$ cat config.mk
export PLATFORM = sky130hd
export DESIGN_NAME = vga_frame_sequencer
export DESIGN_NICKNAME = d
export VERILOG_FILES = /design/src/rtl/vga_timing_pkg.sv /design/src/rtl/vga_axis_counter.sv /design/src/rtl/vga_frame_sequencer.sv
export SDC_FILE = /design/constraint.sdc
export NUM_CORES = 1
export LEC_CHECK = 0
export ABC_AREA = 1
export CAP_MARGIN = 0
export CORE_UTILIZATION = 50
export DETAILED_ROUTE_END_ITERATION = 10
export DONT_BUFFER_PORTS = 1
export PLACE_DENSITY = 0.68
export SLEW_MARGIN = 0
export SYNTH_ARGS = -nofsm -noshare
export SYNTH_HDL_FRONTEND = slang
export SYNTH_SLANG_ARGS = --single-unit
$ cat constraint.sdc
create_clock -name boardCLK -period 5.4 [get_ports boardCLK]
set_clock_uncertainty 0.2 [all_clocks]
set_input_delay 1.08 -clock boardCLK [delete_from_list [all_inputs] [get_ports boardCLK]]
set_output_delay 1.08 -clock boardCLK [all_outputs]
set_load 0.01 [all_outputs]
$ cat src/rtl/vga_timing_pkg.sv
// Default 640x480@60 raster timing and handshake state type
// shared by the VGA frame sequencer and its axis counters.
package vga_timing_pkg;

    localparam int VGA_H_ACTIVE = 640;
    localparam int VGA_H_FRONT  = 16;
    localparam int VGA_H_SYNC   = 96;
    localparam int VGA_H_BACK   = 48;

    localparam int VGA_V_ACTIVE = 480;
    localparam int VGA_V_FRONT  = 10;
    localparam int VGA_V_SYNC   = 2;
    localparam int VGA_V_BACK   = 33;

    localparam int VGA_H_TOTAL =
        VGA_H_ACTIVE + VGA_H_FRONT + VGA_H_SYNC + VGA_H_BACK;
    localparam int VGA_V_TOTAL =
        VGA_V_ACTIVE + VGA_V_FRONT + VGA_V_SYNC + VGA_V_BACK;

    localparam int VGA_H_SYNC_START = VGA_H_ACTIVE + VGA_H_FRONT;
    localparam int VGA_H_SYNC_END   = VGA_H_SYNC_START + VGA_H_SYNC - 1;
    localparam int VGA_V_SYNC_START = VGA_V_ACTIVE + VGA_V_FRONT;
    localparam int VGA_V_SYNC_END   = VGA_V_SYNC_START + VGA_V_SYNC - 1;

    localparam logic VGA_SYNC_POL = 1'b0;
    localparam int   VGA_CW       = 10;

    typedef enum logic {
        ST_IDLE,
        ST_REQ
    } hs_state_t;

    // Drive level of a sync line given whether the counter is inside its window.
    function automatic logic sync_level(input logic in_window,
                                        input logic pol);
        return in_window ? pol : ~pol;
    endfunction

endpackage

$ cat src/rtl/vga_axis_counter.sv
// Generic wrapping raster axis counter with enable, reporting
// wrap, active-region and sync-window flags from the current count.
module vga_axis_counter
    import vga_timing_pkg::*;
#(
    parameter int CW         = VGA_CW,
    parameter int TOTAL      = VGA_H_TOTAL,
    parameter int ACTIVE     = VGA_H_ACTIVE,
    parameter int SYNC_START = VGA_H_SYNC_START,
    parameter int SYNC_END   = VGA_H_SYNC_END
) (
    input  logic          clk,
    input  logic          rst,
    input  logic          en,
    output logic [CW-1:0] count,
    output logic          wrap,
    output logic          active,
    output logic          in_sync
);

    localparam logic [CW-1:0] LAST  = CW'(TOTAL - 1);
    localparam logic [CW-1:0] ACT   = CW'(ACTIVE);
    localparam logic [CW-1:0] S_LO  = CW'(SYNC_START);
    localparam logic [CW-1:0] S_HI  = CW'(SYNC_END);

    // wrap is qualified by en so it can directly enable the next axis
    assign wrap    = en && (count == LAST);
    assign active  = count < ACT;
    assign in_sync = (count >= S_LO) && (count <= S_HI);

    always_ff @(posedge clk or posedge rst) begin
        if (rst) begin
            count <= '0;
        end else if (en) begin
            count <= wrap ? '0 : count + 1'b1;
        end
    end

endmodule

$ cat src/rtl/vga_frame_sequencer.sv
// VGA raster sequencer: timing counters, one-pixel output pipeline,
// and a once-per-frame vblank update handshake with overrun tracking.
module vga_frame_sequencer
    import vga_timing_pkg::*;
#(
    parameter int   H_ACTIVE = VGA_H_ACTIVE,
    parameter int   H_FRONT  = VGA_H_FRONT,
    parameter int   H_SYNC   = VGA_H_SYNC,
    parameter int   H_BACK   = VGA_H_BACK,
    parameter int   V_ACTIVE = VGA_V_ACTIVE,
    parameter int   V_FRONT  = VGA_V_FRONT,
    parameter int   V_SYNC   = VGA_V_SYNC,
    parameter int   V_BACK   = VGA_V_BACK,
    parameter logic SYNC_POL = VGA_SYNC_POL,
    parameter int   CW       = VGA_CW
) (
    input  logic          boardCLK,
    input  logic          reset,
    input  logic          pixEn,
    input  logic [11:0]   colorIn,
    input  logic          updateAck,
    output logic [3:0]    redVGA,
    output logic [3:0]    greenVGA,
    output logic [3:0]    blueVGA,
    output logic          horizontalVGA,
    output logic          verticalVGA,
    output logic [CW-1:0] pixelX,
    output logic [CW-1:0] pixelY,
    output logic          videoOn,
    output logic          frameStart,
    output logic          updateReq,
    output logic          overrun,
    output logic [7:0]    overrunCount
);

    localparam int H_TOTAL = H_ACTIVE + H_FRONT + H_SYNC + H_BACK;
    localparam int V_TOTAL = V_ACTIVE + V_FRONT + V_SYNC + V_BACK;
    localparam int H_SYNC_START = H_ACTIVE + H_FRONT;
    localparam int H_SYNC_END   = H_SYNC_START + H_SYNC - 1;
    localparam int V_SYNC_START = V_ACTIVE + V_FRONT;
    localparam int V_SYNC_END   = V_SYNC_START + V_SYNC - 1;
    localparam logic [CW-1:0] V_LAST_ACTIVE = CW'(V_ACTIVE - 1);

    logic [CW-1:0] h_count;
    logic [CW-1:0] v_count;
    logic          h_wrap;
    logic          v_wrap;
    logic          h_active;
    logic          v_active;
    logic          h_sync;
    logic          v_sync;
    logic          frame_step;
    logic          vblank_entry;
    hs_state_t     state;

    vga_axis_counter #(
        .CW        (CW),
        .TOTAL     (H_TOTAL),
        .ACTIVE    (H_ACTIVE),
        .SYNC_START(H_SYNC_START),
        .SYNC_END  (H_SYNC_END)
    ) u_h_axis (
        .clk    (boardCLK),
        .rst    (reset),
        .en     (pixEn),
        .count  (h_count),
        .wrap   (h_wrap),
        .active (h_active),
        .in_sync(h_sync)
    );

    vga_axis_counter #(
        .CW        (CW),
        .TOTAL     (V_TOTAL),
        .ACTIVE    (V_ACTIVE),
        .SYNC_START(V_SYNC_START),
        .SYNC_END  (V_SYNC_END)
    ) u_v_axis (
        .clk    (boardCLK),
        .rst    (reset),
        .en     (h_wrap),
        .count  (v_count),
        .wrap   (v_wrap),
        .active (v_active),
        .in_sync(v_sync)
    );

    assign pixelX  = h_count;
    assign pixelY  = v_count;
    assign videoOn = h_active && v_active;

    // Counter step events: to (0,0) and to (0,V_ACTIVE)
    assign frame_step   = h_wrap && v_wrap;
    assign vblank_entry = h_wrap && (v_count == V_LAST_ACTIVE);

    always_ff @(posedge boardCLK or posedge reset) begin
        if (reset) begin
            horizontalVGA <= ~SYNC_POL;
            verticalVGA   <= ~SYNC_POL;
            redVGA        <= '0;
            greenVGA      <= '0;
            blueVGA       <= '0;
        end else if (pixEn) begin
            horizontalVGA <= sync_level(h_sync, SYNC_POL);
            verticalVGA   <= sync_level(v_sync, SYNC_POL);
            if (videoOn) begin
                redVGA   <= colorIn[11:8];
                greenVGA <= colorIn[7:4];
                blueVGA  <= colorIn[3:0];
            end else begin
                redVGA   <= '0;
                greenVGA <= '0;
                blueVGA  <= '0;
            end
        end
    end

    always_ff @(posedge boardCLK or posedge reset) begin
        if (reset) begin
            frameStart <= 1'b0;
        end else begin
            frameStart <= frame_step;
        end
    end

    // An ack arriving on the frame step itself wins over the overrun.
    always_ff @(posedge boardCLK or posedge reset) begin
        if (reset) begin
            state        <= ST_IDLE;
            updateReq    <= 1'b0;
            overrun      <= 1'b0;
            overrunCount <= '0;
        end else begin
            overrun <= 1'b0;
            unique case (state)
                ST_IDLE: begin
                    if (vblank_entry) begin
                        state     <= ST_REQ;
                        updateReq <= 1'b1;
                    end
                end
                ST_REQ: begin
                    if (updateAck) begin
                        state     <= ST_IDLE;
                        updateReq <= 1'b0;
                    end else if (frame_step) begin
                        state     <= ST_IDLE;
                        updateReq <= 1'b0;
                        overrun   <= 1'b1;
                        if (overrunCount != 8'hFF) begin
                            overrunCount <= overrunCount + 8'd1;
                        end
                    end
                end
                default: begin
                    state     <= ST_IDLE;
                    updateReq <= 1'b0;
                end
            endcase
        end
    end

endmodule

==> results of run 1 <==
==> metal layers <==
layer | vias to the layer above | routed length [µm] | track usage [%]
met2 | 61 | 2276 | 32.61
met3 | 8 | 330 | 6.528
met4 | 0 | 86 | 7.843
li1 | 992 | - | -
met1 | 892 | 2310 | 25.74
met5 | - | 0 | 0
==> metrics by stage <==
step | setup slack, ps | power, W | area (µm²)
global route | 2150 | 0.0008386 | 2639
finish | 2299 | 0.0008015 | 2639
detailed placement | 2650 | 0.0005419 | 2526
floorplan | 2927 | 0.0005184 | 2461
CTS | 2300 | 0.0008062 | 2639
global placement | 2723 | 0.0005383 | 2526
==> flip-flops by register name, summed over array words and instances, names as in the netlist, 4 cells and up <==
| register | count |
|---|---|
| u_v_axis.count | 10 |
| overrunCount | 8 |
| redVGA | 4 |
| greenVGA | 4 |
| blueVGA | 4 |
| u_h_axis.count | 10 |
==> worst max-delay path by stage <==
stage	to	from	slack, ps
2_1_floorplan	videoOn	u_v_axis.count[6]	2930
6_report	videoOn	u_v_axis.count[6]	2300
3_3_place_gp	videoOn	u_v_axis.count[6]	2720
3_5_place_dp	videoOn	u_v_axis.count[6]	2650
4_1_cts	videoOn	u_v_axis.count[6]	2300
5_1_grt	videoOn	u_v_axis.count[6]	2150
==> worst max-delay path: stages, from the launching register on <==
cell and delay (ps):
dfrtp_1 500, nand2_1 160, nor3_1 330, nor2_1 80, nand2_1 310, inv_1 140
==> power groups by stage <==
| stage | clock network [W] | logic [W] | registers, W |
|---|---|---|---|
| floorplan | 0 | 0.0000836 | 0.000435 |
| global route | 0.000283 | 0.000109 | 0.000447 |
| global placement | 0 | 0.0000927 | 0.000446 |
| CTS | 0.000270 | 0.0000966 | 0.000439 |
| detailed placement | 0 | 0.0000963 | 0.000446 |
| finish | 0.000266 | 0.0000957 | 0.000440 |
==> area by class of cell <==
cell class                      count  area [µm²]
Sequential cell                    46        1154
Tap cell                           67       83.83
Clock inverter                      3       43.79
Multi-Input combinational cell    215        1139
Clock buffer                        5       68.82
Fill cell                         447        2085
Inverter                           40       150.1
==> cells by family (layout without fill, tap and decap cells) <==
family / count (synthesis) / count (layout)
simple gates: 168 / 168
flops: 46 / 46
buf+inv: 44 / 48
compound gates: 33 / 33
xor+xnor: 9 / 9
fa+ha+maj: 5 / 5
==> placed cells by master (no fill, tap or decap), drive strengths merged <==
cell and n:
a21oi 3, a31oi 3, bufinv 1, clkbuf 5, clkinv 1, dfrtp 44
dfstp 2, ha 5, inv 41, nand2 92, nand3 20, nand3b 2
nand4 14, nor2 31, nor3 7, nor3b 1, nor4 1, o21ai 27
xnor2 3, xor2 6
==> reports/metrics.csv, run 1 <==
metric,value,unit
min Tclk post-route,3101,ps
Synth Flop Type,dfrtp_1,
CTS max path bufs,2,
Max Slew Vio Count,0,
worst r2r dst,overrunCount[6],
post-synth top area share,44.74,%
Num Clock Sinks,46,
VDD IR max,0.2161,mV
Worst Tran Pin Value,936.8,ps
first-pass GRT wire length,8128,µm
pin count of the biggest net entering global routing,47,
CTS resizes,0,
Detail Placement HPWL,3616,µm
largest cells by area after synthesis,"dfrtp_1 45%, nand2_1 14%, inv_1 5.6%",
P&R area growth vs syn,7.219,%
reg-to-reg setup timing slack,3340,ps
Crit Path Category,reg2out,
Ys Warns,0,
pwr dens,303.7,nW/µm²
fin cells,376,
Unique masters post-synth,30,
router iterations before antenna repair,6,
Initial DRC Count,84,
overall global routing resource usage,20.38,%
syn nets,326,
Post-synth EDFFs,0,
CTS tree,built,
vias,1953,
post-synthesis mux area share,0,%
Routed WL,5003,µm
setup TNS,0,ps
Ant. Diodes,0,
ys async rst share,100.0,%
placed cell count,368,
WHS,309.4,ps
final net count,329,
Clk network pwr share,33.2,%
RSZ-0062 raised after global routing,false,
Worst Setup End Kind,primary output,
Fin. Hold Viols,0,
reg2reg path depth,7,
mapped cell area,2461,µm²
Inserted Clock Buffers,5,
Yosys top cell by area,dfrtp_1,
Post-synth top cells,"91 x nand2_1, 44 x dfrtp_1, 37 x inv_1",
share of cells above drive strength 1,9.385,%
Final Setup Violations,0,
Core Area,4723,µm²
Mapped Avg Cell Area,8.069,µm²
vias in the first global route,1742,
Post-Synth Adder-Cell Area,2.542,%
clk_lat worst skew,310,ps
logic gate share of total power,11.9,%
number of synthesized register bits,46,
crit start category,flip-flop,
row count,25,
Root Buffer,clkbuf_8,
Hold Startpoint,verticalVGA,
simple-gate share of the synthesized area,33.66,%
"Data required, critical path",4120,ps
post-CTS setup buffer count,0,
Hold Crit Class,reg2reg,
crit path DAT,1820,ps
Leakage,1.340,nW
largest family of logic cells by synthesized area,simple AND/OR/NAND/NOR gates,
Slew headroom,37.46,%
DRC viols,0,
wire length per cell after detailed routing,13.31,µm
Die W,72.16,µm
initial core utilization,52.11,%
H-tree depth,2,
RD Place Congestion,0.8890,
final core utilization,55.87,%
dominant cell by count in the synthesized netlist,nand2_1,
Hold EP,verticalVGA,
switch share,31.63,%
Die Footprint,5207,µm²
Hold Crit Depth,2,
die height,72.16,µm
R2R Path Start,overrunCount[0],
Routed Antenna Nets,0,
maximum fanout along the worst path,13,
# IOs,62,
# hold bufs at CTS,0,
initial antenna violation count,0,
"Period Utilization, post-route",57.43,%
switching power,0.0002535,W
Max Cap Viol,0,
Synth Area in Compound Gates,6.863,%
synthesized instance count,305,
remaining global-route overflow,0,
Max Freq,322.5,MHz
Int Pwr,0.0005480,W
xor/xnor share of the synthesized area,3.203,%
Reg power frac,54.9,%
register area share after synthesis,46.87,%
port buffer count,0,
status,finished clean,
"Reg clk slew, reported paths",90,ps
routed vias/inst,5.194,
(Power assumes the default switching activity.)
==> run 2, diff against run 1 <==
Clock period 5.4 ns to 3.05 ns, I/O delays scaled along.
==> reports/metrics.csv, run 2 (synthesis gave the netlist of run 1 again) <==
metric,value,unit
port buffer count,0,
maximum fanout along the worst path,13,
remaining global-route overflow,0,
"most common cell after layout, fill and taps aside",nand2_1,
"Buf+Inv Stages, Crit Path",1,
Detail Placement HPWL,3534,µm
RD Place Congestion,0.8671,
H-tree depth,2,
Max Cap Viol,0,
pwr dens,503.2,nW/µm²
"Period Utilization, post-route",84.78,%
Worst Tran Pin Value,902.6,ps
row count,25,
Die Footprint,5207,µm²
pin count of the biggest net entering global routing,47,
overall global routing resource usage,20.49,%
die height,72.16,µm
final core utilization,55.31,%
Crit Path Category,reg2out,
post-CTS setup buffer count,0,
Hold Crit Class,in2reg,
DRC viols,0,
final worst slack,464.4,ps
Final Setup Violations,0,
"Data required, critical path",2240,ps
"commonest cells after routing, fill and taps aside","91 x nand2_1, 44 x dfrtp_1, 36 x inv_1, 27 x o21ai_0, 25 x nor2_1",
# IOs,62,
Core Area,4723,µm²
min Tclk post-route,2586,ps
VDD IR max,0.3869,mV
wire length per cell after detailed routing,13.24,µm
Ant. Diodes,0,
Fin. Hold Viols,0,
Top Registers,"u_h_axis.count (10), u_v_axis.count (10), overrunCount (8)",
# hold bufs at CTS,0,
initial core utilization,52.11,%
CTS tree,built,
CP max-delay cell,dfrtp_1,
Slew headroom,39.74,%
Num Clock Sinks,46,
router iterations before antenna repair,4,
Crit path top cell by count,nand2_1,
CTS max path bufs,2,
Root Buffer,clkbuf_8,
Initial DRC Count,87,
P&R area growth vs syn,6.152,%
pre-CTS setup slack,799.8,ps
initial antenna violation count,0,
"slowest stage delay, CP",500,ps
Max Slew Vio Count,0,
"delay-heaviest family, CP",simple AND/OR/NAND/NOR gates,
status,finished clean,
RSZ-0062 raised after global routing,false,
share of cells above drive strength 1,9.061,%
Routed Antenna Nets,0,
crit start category,flip-flop,
vias,1961,
"Reg clk slew, reported paths",90,ps
Worst Setup End Kind,primary output,
worst-path cell chain,nand2_1 > nor3_1 > nor2_1 > nand2_1 > inv_1,
final net count,329,
clk_lat worst skew,290,ps
crit path DAT,1780,ps
CTS resizes,0,
Inserted Clock Buffers,5,
setup TNS,0,ps
Leakage,1.326,nW
Max Freq,386.8,MHz
vias in the first global route,1801,
Die W,72.16,µm
Routed WL,4980,µm
routed vias/inst,5.215,
first-pass GRT wire length,8314,µm
-- run 2: cell types whose count changed in the layout (fill, tap and decap cells not counted) --
cell / delta
inv_6: -1
clkbuf_1: +1
clkinv_4: +1
bufinv_16: -1
-- run 2: path summary, 6_finish.rpt --
| path | startpoint | end | slack, ps | depth (start not counted) |
|---|---|---|---|---|
| worst min register to register | verticalVGA | verticalVGA | 310 | 2 |
| worst max register to register | overrunCount[0] | overrunCount[6] | 970 | 7 |
| worst min-delay path | updateAck | overrun | 170 | 1 |
| max in group asynchronous | reset | u_v_axis.count[9] | 1900 | 1 |
| min in group asynchronous | reset | overrunCount[0] | 180 | 1 |
| worst max-delay path | u_v_axis.count[6] | videoOn | 460 | 5 |
-- run 2: final cells by class --
class	instances	area, µm²
clock buffers	6	72.57
inverters	40	150.1
flip-flops and latches	46	1154
fillers	418	2111
clock inverters	2	13.76
well taps	67	83.83
multi-input cells	215	1139
-- run 2: worst register-to-register path: cells and delay by family, from the launching register on --
kind	cells	cell delay (ps)
AO/OA/AOI/OAI	1	520
flip-flops	1	470
AND/OR/NAND/NOR	4	440
adder cells (fa/ha/maj)	1	260
buffers and inverters	1	80
-- run 2: power breakdown --
group	internal [W]	switching [W]	leakage (nW)
Sequential	0.000667	0.000113	0.549
Combinational	0.0000571	0.000112	0.732
Clock	0.000162	0.000204	0.0452
-- run 2: layer usage --
| layer | part of all wire [%] | track usage, % | vias to the layer above |
|---|---|---|---|
| met4 | 1.8 | 7.407 | 0 |
| met3 | 6.9 | 6.944 | 9 |
| li1 | - | - | 992 |
| met5 | 0 | 0 | - |
| met1 | 45 | 25.99 | 887 |
| met2 | 47 | 32.61 | 73 |
-- run 2: stage by stage --
step	total power, W	instances	instance area [µm²]	hold slack, ps
floorplan	0.0009179	305	2461	273.6
global placement	0.0009534	368	2526	292.7
detailed placement	0.0009612	368	2526	300.0
CTS	0.001330	376	2613	158.4
global route	0.001400	376	2613	149.0
finish	0.001315	376	2613	171.1
==> run 3, diff against run 2 <==
Settings changed: PLACE_DENSITY 0.68 to 0.71.
Clock period 3.05 ns to 2.1 ns, I/O delays scaled along.
==> reports/metrics.csv, run 3 (synthesis gave the netlist of run 1 again) <==
metric,value,unit
Inserted Clock Buffers,5,
clk_lat worst skew,310,ps
Worst Setup End Kind,primary output,
Worst Tran Pin Value,348.6,ps
grt met3 use,5.694,%
Ant. Diodes,0,
remaining global-route overflow,0,
Hold Startpoint,pixEn,
"Period Utilization, post-route",95.71,%
crit start category,flip-flop,
worst r2r dst,overrunCount[4],
VDD IR max,0.5517,mV
Root Buffer,clkbuf_8,
initial core utilization,52.11,%
Die W,72.16,µm
Die Footprint,5207,µm²
gr busiest metal,met2,
CTS max path bufs,2,
DRC viols,0,
reg2reg path depth,9,
Max Freq,497.6,MHz
GR Layer Usage met1,28.25,%
row count,25,
final instance area,2738,µm²
Initial DRC Count,121,
final net count,341,
vias,2024,
setup TNS,0,ps
R2R Path Start,u_v_axis.count[1],
Core Area,4723,µm²
maximum fanout along the worst path,5,
Routed WL,5323,µm
die height,72.16,µm
status,finished clean,
pwr dens,728.3,nW/µm²
port buffer count,0,
Max Slew Vio Count,0,
vias in the first global route,1920,
"most common cell after layout, fill and taps aside",nand2_1,
"Data required, critical path",1480,ps
initial antenna violation count,0,
reg-to-reg setup timing slack,220,ps
Num Clock Sinks,46,
Leakage,1.381,nW
Fin. Hold Viols,0,
P&R area growth vs syn,11.24,%
overall global routing resource usage,21.86,%
Crit Path Category,reg2out,
RSZ-0062 raised after global routing,false,
"commonest cells after routing, fill and taps aside","91 x nand2_1, 38 x dfrtp_1, 36 x inv_1, 27 x o21ai_0, 25 x nor2_1",
RD Place Congestion,0.8159,
Routed Antenna Nets,0,
"Reg clk slew, reported paths",100,ps
Hold Crit Class,in2reg,
min Tclk post-route,2010,ps
H-tree depth,2,
Final Setup Violations,0,
pin count of the biggest net entering global routing,24,
# IOs,62,
router iterations before antenna repair,4,
Hold EP,u_h_axis.count[1],
crit path DAT,1390,ps
Detail Placement HPWL,3954,µm
Slew headroom,76.73,%
routed vias/inst,5.216,
Max Cap Viol,0,
CTS tree,built,
Post-DP Area,2594,µm²
met2 Track Usage GR,36.14,%
Top Registers,"u_h_axis.count (10), u_v_axis.count (10), overrunCount (8)",
Hold Crit Depth,1,
first-pass GRT wire length,8804,µm
wire length per cell after detailed routing,13.72,µm
share of cells above drive strength 1,14.02,%
## run 3: worst max-delay path, stage by stage (launching register included)
cell and delay, ps:
dfrtp_2 440, inv_1 140, nor3_4 250, nor2_1 70, nand2_1 90, inv_1 90
## run 3: worst max-delay path by stage
stage          slack [ps]               to               from
4_1_cts                 5          videoOn  u_v_axis.count[6]
3_3_place_gp          210  overrunCount[4]  u_h_axis.count[0]
6_report               90          videoOn  u_v_axis.count[5]
5_1_grt                 3          videoOn  u_v_axis.count[5]
3_5_place_dp          170  overrunCount[4]  u_h_axis.count[0]
2_1_floorplan         290          videoOn  u_v_axis.count[6]
## run 3: area by class of cell
class                   instances  area [µm²]
well taps                      67       83.83
clock buffers                   5       68.82
fillers                       425        1986
inverters                      40       150.1
clock inverters                 3       26.28
flip-flops and latches         46        1161
multi-input cells             215        1150
repair buffers                 12       97.59
## run 3: routing by layer
| layer | vias up | part of all wire [%] |
|---|---|---|
| li1 | 1014 | - |
| met1 | 947 | 45 |
| met2 | 56 | 48 |
| met3 | 7 | 5.7 |
| met4 | 0 | 1.0 |
| met5 | - | 0 |
## run 3: per-stage QoR
step                      setup slack (ps)  hold slack, ps  std cells  util (%)  power (W)
after floorplan                      287.0           273.6        305         -   0.001333
after global routing                 2.886           11.02        388     57.96   0.002107
final                                90.15           3.891        388     57.96   0.001994
after global placement               205.8           96.77        377     54.91   0.001415
after CTS                            5.040           1.260        388     57.70   0.002014
after detailed placement             171.3           95.47        377     54.91   0.001429
## run 3: power breakdown
group / switching, W / total (W) / internal, W
clock: 0.000332 / 0.000580 / 0.000247
sequential: 0.000149 / 0.00112 / 0.000971
combinational: 0.000188 / 0.000294 / 0.000106
total: 0.000670 / 0.00199 / 0.00132
## run 3: repair_timing
action | in CTS | in global routing
gates resized for setup | 2 | 6
pin swaps | 0 | 1
buffers inserted | 0 | 0
endpoints found under the setup margin | 1 | 9
endpoints found under the hold margin | 17 | 0
hold buffers | 3 | 0
